--- config.mk ---
export PLATFORM = sky130hd
export DESIGN_NAME = vga_timing_gen
export DESIGN_NICKNAME = d
export VERILOG_FILES = /design/src/rtl/vga_timing_pkg.sv /design/src/rtl/vga_pclk_div.sv /design/src/rtl/vga_timing_gen.sv
export SDC_FILE = /design/constraint.sdc
export NUM_CORES = 1
export LEC_CHECK = 0
export CORE_UTILIZATION = 35
export CTS_CLUSTER_SIZE = 14
export DETAILED_ROUTE_END_ITERATION = 16
export MAX_ROUTING_LAYER = met4
export REMOVE_ABC_BUFFERS = 1
export SYNTH_ARGS = -nofsm -noshare
export SYNTH_HDL_FRONTEND = slang
export SYNTH_HIERARCHICAL = 1
export SYNTH_SLANG_ARGS = --single-unit
--- constraint.sdc ---
create_clock -name clk -period 2.35 [get_ports clk]
set_input_delay 0.235 -clock clk [delete_from_list [all_inputs] [get_ports clk]]
set_output_delay 0.235 -clock clk [all_outputs]
set_load 0.02 [all_outputs]
--- src/rtl/vga_timing_pkg.sv ---
// Shared constants and types for the VGA display path.
// Defaults describe 640x480@60 with a 4:1 pixel-clock divide.
package vga_timing_pkg;

    localparam int unsigned H_ACTIVE_DEF = 640;
    localparam int unsigned H_FP_DEF     = 16;
    localparam int unsigned H_SYNC_DEF   = 96;
    localparam int unsigned H_BP_DEF     = 48;
    localparam int unsigned V_ACTIVE_DEF = 480;
    localparam int unsigned V_FP_DEF     = 10;
    localparam int unsigned V_SYNC_DEF   = 2;
    localparam int unsigned V_BP_DEF     = 33;

    localparam int unsigned H_TOTAL_DEF = H_ACTIVE_DEF + H_FP_DEF + H_SYNC_DEF + H_BP_DEF;
    localparam int unsigned V_TOTAL_DEF = V_ACTIVE_DEF + V_FP_DEF + V_SYNC_DEF + V_BP_DEF;

    typedef struct packed {
        logic h_sync;
        logic v_sync;
        logic de;
        logic line_start;
        logic frame_start;
    } vga_timing_t;

endpackage

--- src/rtl/vga_pclk_div.sv ---
// Pixel-rate clock enable: one clk-wide pulse every CLK_DIV enabled cycles.
// The phase counter freezes while enable is low, so resuming keeps the pixel cadence.
module vga_pclk_div #(
    parameter int unsigned CLK_DIV = 4
) (
    input  logic clk,
    input  logic reset,
    input  logic enable,
    output logic pclk_en
);

    localparam int unsigned DivW = (CLK_DIV > 1) ? $clog2(CLK_DIV) : 1;
    localparam logic [DivW-1:0] DivMax = DivW'(CLK_DIV - 1);

    logic [DivW-1:0] div_cnt_q, div_cnt_d;
    logic            wrap;

    always_comb begin
        wrap      = (div_cnt_q == DivMax);
        div_cnt_d = div_cnt_q;
        if (enable) begin
            div_cnt_d = wrap ? '0 : div_cnt_q + DivW'(1);
        end
    end

    // Gated by reset so the strobe is low during reset even when CLK_DIV is 1.
    assign pclk_en = enable && !reset && wrap;

    always_ff @(posedge clk or posedge reset) begin
        if (reset) begin
            div_cnt_q <= '0;
        end else begin
            div_cnt_q <= div_cnt_d;
        end
    end

endmodule

--- src/rtl/vga_timing_gen.sv ---
// Parametrised VGA raster timing generator with registered, mutually aligned outputs.
// Outputs show the pixel the counters held on the previous pixel tick.
module vga_timing_gen
    import vga_timing_pkg::*;
#(
    parameter int unsigned CLK_DIV  = 4,
    parameter int unsigned H_ACTIVE = H_ACTIVE_DEF,
    parameter int unsigned H_FP     = H_FP_DEF,
    parameter int unsigned H_SYNC   = H_SYNC_DEF,
    parameter int unsigned H_BP     = H_BP_DEF,
    parameter int unsigned V_ACTIVE = V_ACTIVE_DEF,
    parameter int unsigned V_FP     = V_FP_DEF,
    parameter int unsigned V_SYNC   = V_SYNC_DEF,
    parameter int unsigned V_BP     = V_BP_DEF,
    parameter bit          HS_POL   = 1'b0,
    parameter bit          VS_POL   = 1'b0,
    parameter int unsigned CNT_W    = 10
) (
    input  logic             clk,
    input  logic             reset,
    input  logic             enable,
    output logic             pclk_en,
    output logic             h_sync,
    output logic             v_sync,
    output logic             de,
    output logic [CNT_W-1:0] x_pixel,
    output logic [CNT_W-1:0] y_pixel,
    output logic             line_start,
    output logic             frame_start
);

    localparam int unsigned H_TOTAL = H_ACTIVE + H_FP + H_SYNC + H_BP;
    localparam int unsigned V_TOTAL = V_ACTIVE + V_FP + V_SYNC + V_BP;
    localparam int unsigned HsStart = H_ACTIVE + H_FP;
    localparam int unsigned HsEnd   = HsStart + H_SYNC;
    localparam int unsigned VsStart = V_ACTIVE + V_FP;
    localparam int unsigned VsEnd   = VsStart + V_SYNC;

    localparam logic [CNT_W-1:0] HMax = CNT_W'(H_TOTAL - 1);
    localparam logic [CNT_W-1:0] VMax = CNT_W'(V_TOTAL - 1);

    localparam vga_timing_t TimingRst = '{
        h_sync:      ~HS_POL,
        v_sync:      ~VS_POL,
        de:          1'b0,
        line_start:  1'b0,
        frame_start: 1'b0
    };

    if (CLK_DIV < 1 || H_ACTIVE < 1 || H_FP < 1 || H_SYNC < 1 || H_BP < 1 ||
        V_ACTIVE < 1 || V_FP < 1 || V_SYNC < 1 || V_BP < 1) begin : gen_bad_interval
        $error("vga_timing_gen: every interval and CLK_DIV must be at least 1");
    end

    if (CNT_W < 1 || CNT_W > 31 || H_TOTAL > (32'd1 << CNT_W) ||
        V_TOTAL > (32'd1 << CNT_W)) begin : gen_bad_width
        $error("vga_timing_gen: CNT_W cannot hold H_TOTAL-1 and V_TOTAL-1");
    end

    logic [CNT_W-1:0] h_cnt_q, h_cnt_d, v_cnt_q, v_cnt_d;
    logic [CNT_W-1:0] x_q, y_q;
    logic [31:0]      h_ext, v_ext;
    vga_timing_t      timing_q, timing_d;

    vga_pclk_div #(
        .CLK_DIV (CLK_DIV)
    ) u_pclk_div (
        .clk     (clk),
        .reset   (reset),
        .enable  (enable),
        .pclk_en (pclk_en)
    );

    always_comb begin
        h_cnt_d = h_cnt_q;
        v_cnt_d = v_cnt_q;
        if (pclk_en) begin
            if (h_cnt_q == HMax) begin
                h_cnt_d = '0;
                v_cnt_d = (v_cnt_q == VMax) ? '0 : v_cnt_q + CNT_W'(1);
            end else begin
                h_cnt_d = h_cnt_q + CNT_W'(1);
            end
        end
    end

    // Decode in 32 bits so sync end points equal to 2**CNT_W cannot alias to zero.
    always_comb begin
        h_ext                = 32'(h_cnt_q);
        v_ext                = 32'(v_cnt_q);
        timing_d             = TimingRst;
        timing_d.h_sync      = (h_ext >= HsStart && h_ext < HsEnd) ? HS_POL : ~HS_POL;
        timing_d.v_sync      = (v_ext >= VsStart && v_ext < VsEnd) ? VS_POL : ~VS_POL;
        timing_d.de          = (h_ext < H_ACTIVE) && (v_ext < V_ACTIVE);
        timing_d.line_start  = (h_cnt_q == '0);
        timing_d.frame_start = (h_cnt_q == '0) && (v_cnt_q == '0);
    end

    always_ff @(posedge clk or posedge reset) begin
        if (reset) begin
            h_cnt_q  <= '0;
            v_cnt_q  <= '0;
            x_q      <= '0;
            y_q      <= '0;
            timing_q <= TimingRst;
        end else begin
            h_cnt_q <= h_cnt_d;
            v_cnt_q <= v_cnt_d;
            if (pclk_en) begin
                x_q      <= h_cnt_q;
                y_q      <= v_cnt_q;
                timing_q <= timing_d;
            end
        end
    end

    assign h_sync      = timing_q.h_sync;
    assign v_sync      = timing_q.v_sync;
    assign de          = timing_q.de;
    assign line_start  = timing_q.line_start;
    assign frame_start = timing_q.frame_start;
    assign x_pixel     = x_q;
    assign y_pixel     = y_q;

endmodule

==> results of run 1 <==
-- where the power goes --
part	switching, mW	leakage [nW]	internal [mW]
registers	0.130	0.585	0.968
logic	0.301	0.512	0.319
clock network	0.256	0.0383	0.205
total	0.687	1.14	1.49
-- layer usage --
| layer | part of all wire, % | wire, um |
|---|---|---|
| met1 | 49 | 2040 |
| met2 | 46 | 1930 |
| met3 | 3.3 | 138 |
| met4 | 1.2 | 51 |
| met5 | 0 | 0 |
-- Yosys cell counts (all sizes together) (4+ instances only) --
library cell	instances	area share, %
dfrtp	45	51
mux2	22	11
nand2	14	2.4
inv	13	2.2
nor2	12	2.0
nand3	11	2.5
o21ai	9	2.0
nand4	8	2.3
clkbuf	6	1.1
ha	6	3.4
nor3	6	1.6
xnor2	6	2.4
buf	5	1.6
a21oi	4	0.91
-- flip-flops by register name, indices dropped and copies added, names as in the netlist --
| signal | flops |
|---|---|
| y_pixel | 10 |
| frame_start | 1 |
| h_sync | 1 |
| x_pixel | 10 |
| u_pclk_div/div_cnt_q | 2 |
| v_sync | 1 |
| line_start | 1 |
| v_cnt_q | 10 |
| h_cnt_q | 10 |
| de | 1 |
-- worst max-delay path, delay by kind of cell, from the launching register on --
family	cells	cell delay, ns
and+or+nand+nor	1	0.24
DFF	1	0.38
buffers and inverters	2	0.83
adders and majority gates	1	0.18
-- area by class of cell --
type | count | area [um2] | share of cell area, %
Sequential cell | 47 | 1180 | 44.6
Multi-Input combinational cell | 126 | 911 | 34.5
Timing Repair Buffer | 32 | 335 | 12.7
Tap cell | 75 | 93.8 | 3.55
Clock buffer | 7 | 76.3 | 2.89
Inverter | 13 | 48.8 | 1.85
-- worst max-delay path by stage --
stage,startpoint,end,slack [ns],depth (start not counted)
2_1_floorplan,u_pclk_div/div_cnt_q[0],v_cnt_q[7],0.01,6
3_3_place_gp,reset,v_cnt_q[7],0.19,7
3_5_place_dp,reset,v_cnt_q[7],0.13,7
4_1_cts,u_pclk_div/div_cnt_q[0],pclk_en,0.16,4
5_1_grt,u_pclk_div/div_cnt_q[0],pclk_en,0.07,4
6_report,u_pclk_div/div_cnt_q[0],pclk_en,0.17,4
-- through the flow --
step / setup slack, ns / hold WS, ns
CTS: 0.158 / 0.122
detailed placement: 0.129 / 0.441
floorplan: 0.0114 / -0.0185
global route: 0.0701 / 0.123
finish: 0.170 / 0.125
global placement: 0.190 / 0.440
-- cells in the final DEF (no fill, tap or decap), types with 2 or more instances in the layout --
cell type | netlist | final
a21oi_1 | 4 | 4
nand2_1 | 14 | 14
clkbuf_1 | 4 | 2
or4_1 | 2 | 2
mux2_2 | 22 | 22
nand3_1 | 11 | 11
xnor2_1 | 6 | 6
o21ai_0 | 9 | 9
dfstp_2 | 2 | 2
clkdlybuf4s50_1 | 0 | 28
nand4_1 | 8 | 8
buf_4 | 0 | 2
clkbuf_8 | 0 | 5
inv_1 | 13 | 12
o22ai_1 | 2 | 2
ha_1 | 6 | 6
nor2b_1 | 2 | 2
a21o_1 | 2 | 2
mux2i_1 | 3 | 3
nor4_1 | 2 | 2
nand4b_1 | 2 | 2
nor2_1 | 12 | 12
dfrtp_1 | 45 | 45
buf_12 | 0 | 2
xor2_1 | 3 | 3
nor3_1 | 5 | 5
-- logic make-up (layout without fill, tap and decap cells) --
| logic type | count (synthesis) | count (layout) | synth area share (%) |
|---|---|---|---|
| AO/OA/AOI/OAI | 19 | 19 | 4.95 |
| AND/OR/NAND/NOR | 67 | 67 | 16.8 |
| flip-flops | 47 | 47 | 53.6 |
| adder cells (fa/ha/maj) | 6 | 6 | 3.41 |
| XOR/XNOR | 9 | 9 | 3.59 |
| multiplexers | 25 | 25 | 12.6 |
| buffers and inverters | 24 | 52 | 4.95 |
==> impl_metrics.csv, run 1 <==
group,metric,value,unit
status,status,"complete, no violations",
setup_path,reg2regPathDepth,6,
detailed_routing,drtIter0Drc,83,
synth,synth_ff_type,"dfrtp_1",
final_layout,fin_area,2640,um2
detailed_routing,dr_total_vias,1504,
clocking,clock-sinks,47,
setup_path,crit_path_start_kind,"flop",
synth,avgSynthCellArea,11.2,um2
floorplan,die_x,81.3,um
detailed_routing,ant_nets,0,
clocking,clock_latency,0.30,ns
detailed_routing,wirelength,4170,um
setup_path,cp_max_fo,36,
grt,grt_pass1_wl,7200,um
final_layout,drive_above_1_share,16.4,%
placed_design,hpwlAfterDp,2900,um
placed_design,place_inst,293,
final_layout,final_util,44.1,%
sta,tns,0,ns
floorplan,num_io_pins,29,
clocking,cts_tree,"built",
sta,maxSlewHeadroom,50.2,%
pwr,vdd_ir_drop_max,0.377,mV
final_layout,area_delta_synth_final,20.3,%
grt,grt_max_degree,37,
sta,setup_viol,0,
grt,use_met3,3.71,%
grt,grt_overflow,0,
setup_path,path_cells,"ha_1 > and3_2 > buf_12 > clkdlybuf4s50_1",
setup_path,rrSetupSlack,0.35,ns
grt,use_met1,19.6,%
detailed_routing,drc,0,
grt,antenna_found_initial,0,
sta,fin_crit_sh,92.8,%
sta,fmax,459,MHz
sta,hold_viol,0,
clocking,clk_path_buf_depth,2,
synth,ys.warnings.count,6,
synth,async_flop_share,100,%
floorplan,rows,28,
grt,grt.total_usage,14.9,%
grt,use_met2,22.2,%
run,maxCapViolations,0,
setup_path,critPathKind,"flop to primary output",
clocking,clk_pin_slew_worst_paths,0.08,ns
placed_design,portBuffers,28,
pwr,total_power,2.18,mW
synth,syn_inst,197,
final_layout,final_cells,300,
synth,netlist_area,2200,um2
floorplan,die_y,81.3,um
grt,grt_pass1_vias,1493,
setup_path,end_kind,"primary output",
sta,fin_skew,0.00502,ns
clocking,cts_resized,0,
grt,grt_most_used_layer,"met2",
floorplan,die_area,6600,um2
synth,synth_cell_type_count,37,
clocking,htreeDepth,2,
detailed_routing,routed_via_density,5.01,
synth,yosysSeqAreaShare,53.6,%
min_path,hold_class,"primary input to async pin",
setup_path,cp.required,2.12,ns
pwr,leakage,1.14,nW
clocking,postCtsSetupRepairBufs,0,
placed_design,dpl_cell_area,2570,um2
final_layout,antenna_cells,0,
setup_path,r2r_end,"v_cnt_q[7]",
sta,max_slew.worst_pin.slew,0.742,ns
sta,maxSlewViolCount,0,
detailed_routing,routedWlPerCell,13.9,um
sta,period_minus_slack,2.18,ns
setup_path,cp_data_arrival_time,1.95,ns
setup_path,slowest_stage,"clkdlybuf4s50_1",
clocking,cts_root_buffer,"clkbuf_8",
clocking,cts.hold.buffers_added,0,
pwr,power.density,824,nW/um2
setup_path,max_stage_delay,0.63,ns
synth,synth_edf_count,0,
sta,rsz0062_at_grt,"false",
placed_design,place.gp.congestion,0.821,
floorplan,start_util,36.7,%
synth,ys_ff_latch,47,
final_layout,nets,234,
detailed_routing,dr.pass1.iters,4,
setup_path,r2r-start,"u_pclk_div/div_cnt_q[0]",
floorplan,core_area,5990,um2
clocking,cts_inserted_buffers,5,
final_layout,n_fill_cell,578,
Power figures use the tool's default switching activity.
==> run 2: changes to the inputs <==
--- a/config.mk
+++ b/config.mk
@@ -5,6 +5,7 @@
 export SDC_FILE = /design/constraint.sdc
 export NUM_CORES = 1
 export LEC_CHECK = 0
+export CAP_MARGIN = 25
 export CORE_UTILIZATION = 35
 export CTS_CLUSTER_SIZE = 14
 export DETAILED_ROUTE_END_ITERATION = 16
==> results of run 2 <==
The final DEF is identical to that of run 1; final timing and power are the same.
==> run 3: changes to the inputs <==
--- a/config.mk
+++ b/config.mk
@@ -6,6 +6,7 @@
 export NUM_CORES = 1
 export LEC_CHECK = 0
 export CAP_MARGIN = 25
+export CORE_ASPECT_RATIO = 0.6
 export CORE_UTILIZATION = 35
 export CTS_CLUSTER_SIZE = 14
 export DETAILED_ROUTE_END_ITERATION = 16
==> run 3 against run 2 <==
Effect of this change: non-clock buffer count increased by 3; die area increased by 0.17%; sequential power about the same; critical endpoint unchanged; largest power group unchanged.
==> impl_metrics.csv, run 3 (synthesis results as in run 1) <==
group,metric,value,unit
floorplan,start_util,37.9,%
setup_path,path_cells,"ha_1 > and3_2 > buf_12 > clkdlybuf4s50_1",
placed_design,hpwlAfterDp,3190,um
pwr,total_power,2.34,mW
final_layout,layout_commonest_cell,"dfrtp_1",
clocking,clock-sinks,47,
grt,grt_overflow,0,
clocking,cts_root_buffer,"clkbuf_8",
setup_path,crit_buf_inv,2,
clocking,postCtsSetupRepairBufs,0,
final_layout,antenna_cells,0,
detailed_routing,dr_total_vias,1545,
floorplan,die_y,63.4,um
clocking,cts_tree,"built",
sta,tns,0,ns
sta,maxSlewViolCount,0,
clocking,clk_path_buf_depth,2,
sta,hold_viol,0,
detailed_routing,dr.pass1.iters,4,
setup_path,rrSetupSlack,0.36,ns
clocking,cts.hold.buffers_added,0,
setup_path,r2r_end,"v_cnt_q[7]",
setup_path,max_stage_delay,0.63,ns
floorplan,die_x,104,um
sta,holdWs,0.110,ns
floorplan,core_area,5810,um2
final_layout,area_delta_synth_final,22.7,%
status,status,"complete, no violations",
detailed_routing,drtIter0Drc,89,
final_layout,drive_above_1_share,18.8,%
clocking,htreeDepth,2,
run,maxCapViolations,0,
placed_design,place_inst,301,
sta,fin_skew,0.00650,ns
floorplan,num_io_pins,29,
setup_path,cp.required,2.12,ns
clocking,cts_inserted_buffers,5,
floorplan,die_area,6610,um2
placed_design,dpl_cell_area,2580,um2
setup_path,crit_path_start_kind,"flop",
sta,worst_slack,0.153,ns
final_layout,seqCellArea,1180,um2
pwr,leakage,1.17,nW
sta,period_minus_slack,2.20,ns
final_layout,final_cells,309,
detailed_routing,wirelength,4460,um
detailed_routing,drc,0,
clocking,clk_pin_slew_worst_paths,0.08,ns
setup_path,endpoint,"pclk_en",
grt,grt_pass1_wl,7630,um
min_path,hold_class,"primary input to async pin",
final_layout,multi_input_area,911,um2
setup_path,cp.depth,4,
setup_path,crit_start,"u_pclk_div/div_cnt_q[0]",
sta,max_slew.worst_pin.slew,0.579,ns
setup_path,reg2regPathDepth,6,
setup_path,cp_data_arrival_time,1.96,ns
placed_design,portBuffers,28,
detailed_routing,routed_via_density,5.00,
setup_path,crit_family,"buffers and inverters",
detailed_routing,routedWlPerCell,14.4,um
final_layout,fin_area,2700,um2
pwr,vdd_ir_drop_max,0.341,mV
final_layout,final_util,46.4,%
sta,setup_viol,0,
setup_path,slowest_stage,"clkdlybuf4s50_1",
floorplan,rows,21,
setup_path,r2r-start,"u_pclk_div/div_cnt_q[0]",
setup_path,end_kind,"primary output",
sta,fin_crit_sh,93.5,%
final_layout,n_fill_cell,559,
placed_design,place_ws,0.161,ns
detailed_routing,ant_nets,0,
clocking,clock_latency,0.31,ns
grt,grt.total_usage,15.5,%
clocking,cts_resized,0,
placed_design,place.gp.congestion,0.846,
sta,fmax,455,MHz
sta,maxSlewHeadroom,61.0,%
setup_path,critPathKind,"flop to primary output",
final_layout,mostFrequentLayoutCells,"45 x dfrtp_1, 28 x clkdlybuf4s50_1, 22 x mux2_2",
pwr,power.density,868,nW/um2
sta,rsz0062_at_grt,"false",
setup_path,cp_max_fo,36,
grt,grt_pass1_vias,1437,
grt,antenna_found_initial,0,
final_layout,nets,237,
grt,grt_max_degree,37,
-- run 3: cell types whose count changed in the layout (fill, tap and decap cells not counted) --
| cell | before | now |
|---|---|---|
| buf_4 | 2 | 6 |
| clkbuf_1 | 2 | 0 |
| buf_12 | 2 | 1 |
| bufinv_16 | 0 | 1 |
| clkinv_2 | 0 | 1 |
| clkinv_4 | 0 | 1 |
-- run 3: worst min path at each step --
stage	slack, ns	to	from	cells after the start
6_report	0.11	u_pclk_div/div_cnt_q[0]	reset	2
3_3_place_gp	0.44	u_pclk_div/div_cnt_q[1]	reset	2
3_5_place_dp	0.44	u_pclk_div/div_cnt_q[0]	reset	2
2_1_floorplan	-0.02	u_pclk_div/div_cnt_q[0]	reset	1
5_1_grt	0.12	u_pclk_div/div_cnt_q[0]	reset	2
4_1_cts	0.10	u_pclk_div/div_cnt_q[0]	reset	2
-- run 3: report_power, final --
group	switching, mW	total [mW]	internal, mW
combinational	0.312	0.635	0.323
clock	0.287	0.604	0.317
sequential	0.134	1.10	0.967
-- run 3: layout make-up --
class / count / share of cell area [%]
clock buffer: 5 / 2.55
clock inverter: 3 / 1.62
inverter: 13 / 1.81
multi-input combinational: 126 / 33.8
sequential: 47 / 43.7
tap: 80 / 3.71
timing repair buffer: 35 / 12.8
-- run 3: routing by layer --
layer,GRT usage [%],share of wire [%]
met4,5.89,1.6
met1,23.6,56
met5,-,0
met2,18.7,36
met3,4.35,6.4
-- run 3: worst reg2reg max path: stages, from the launching register on --
cell	delay (ns)
dfrtp_1	0.38
ha_1	0.18
and3_2	0.24
nand4_1	0.17
or3_4	0.43
nor4_4	0.32
mux2i_1	0.20
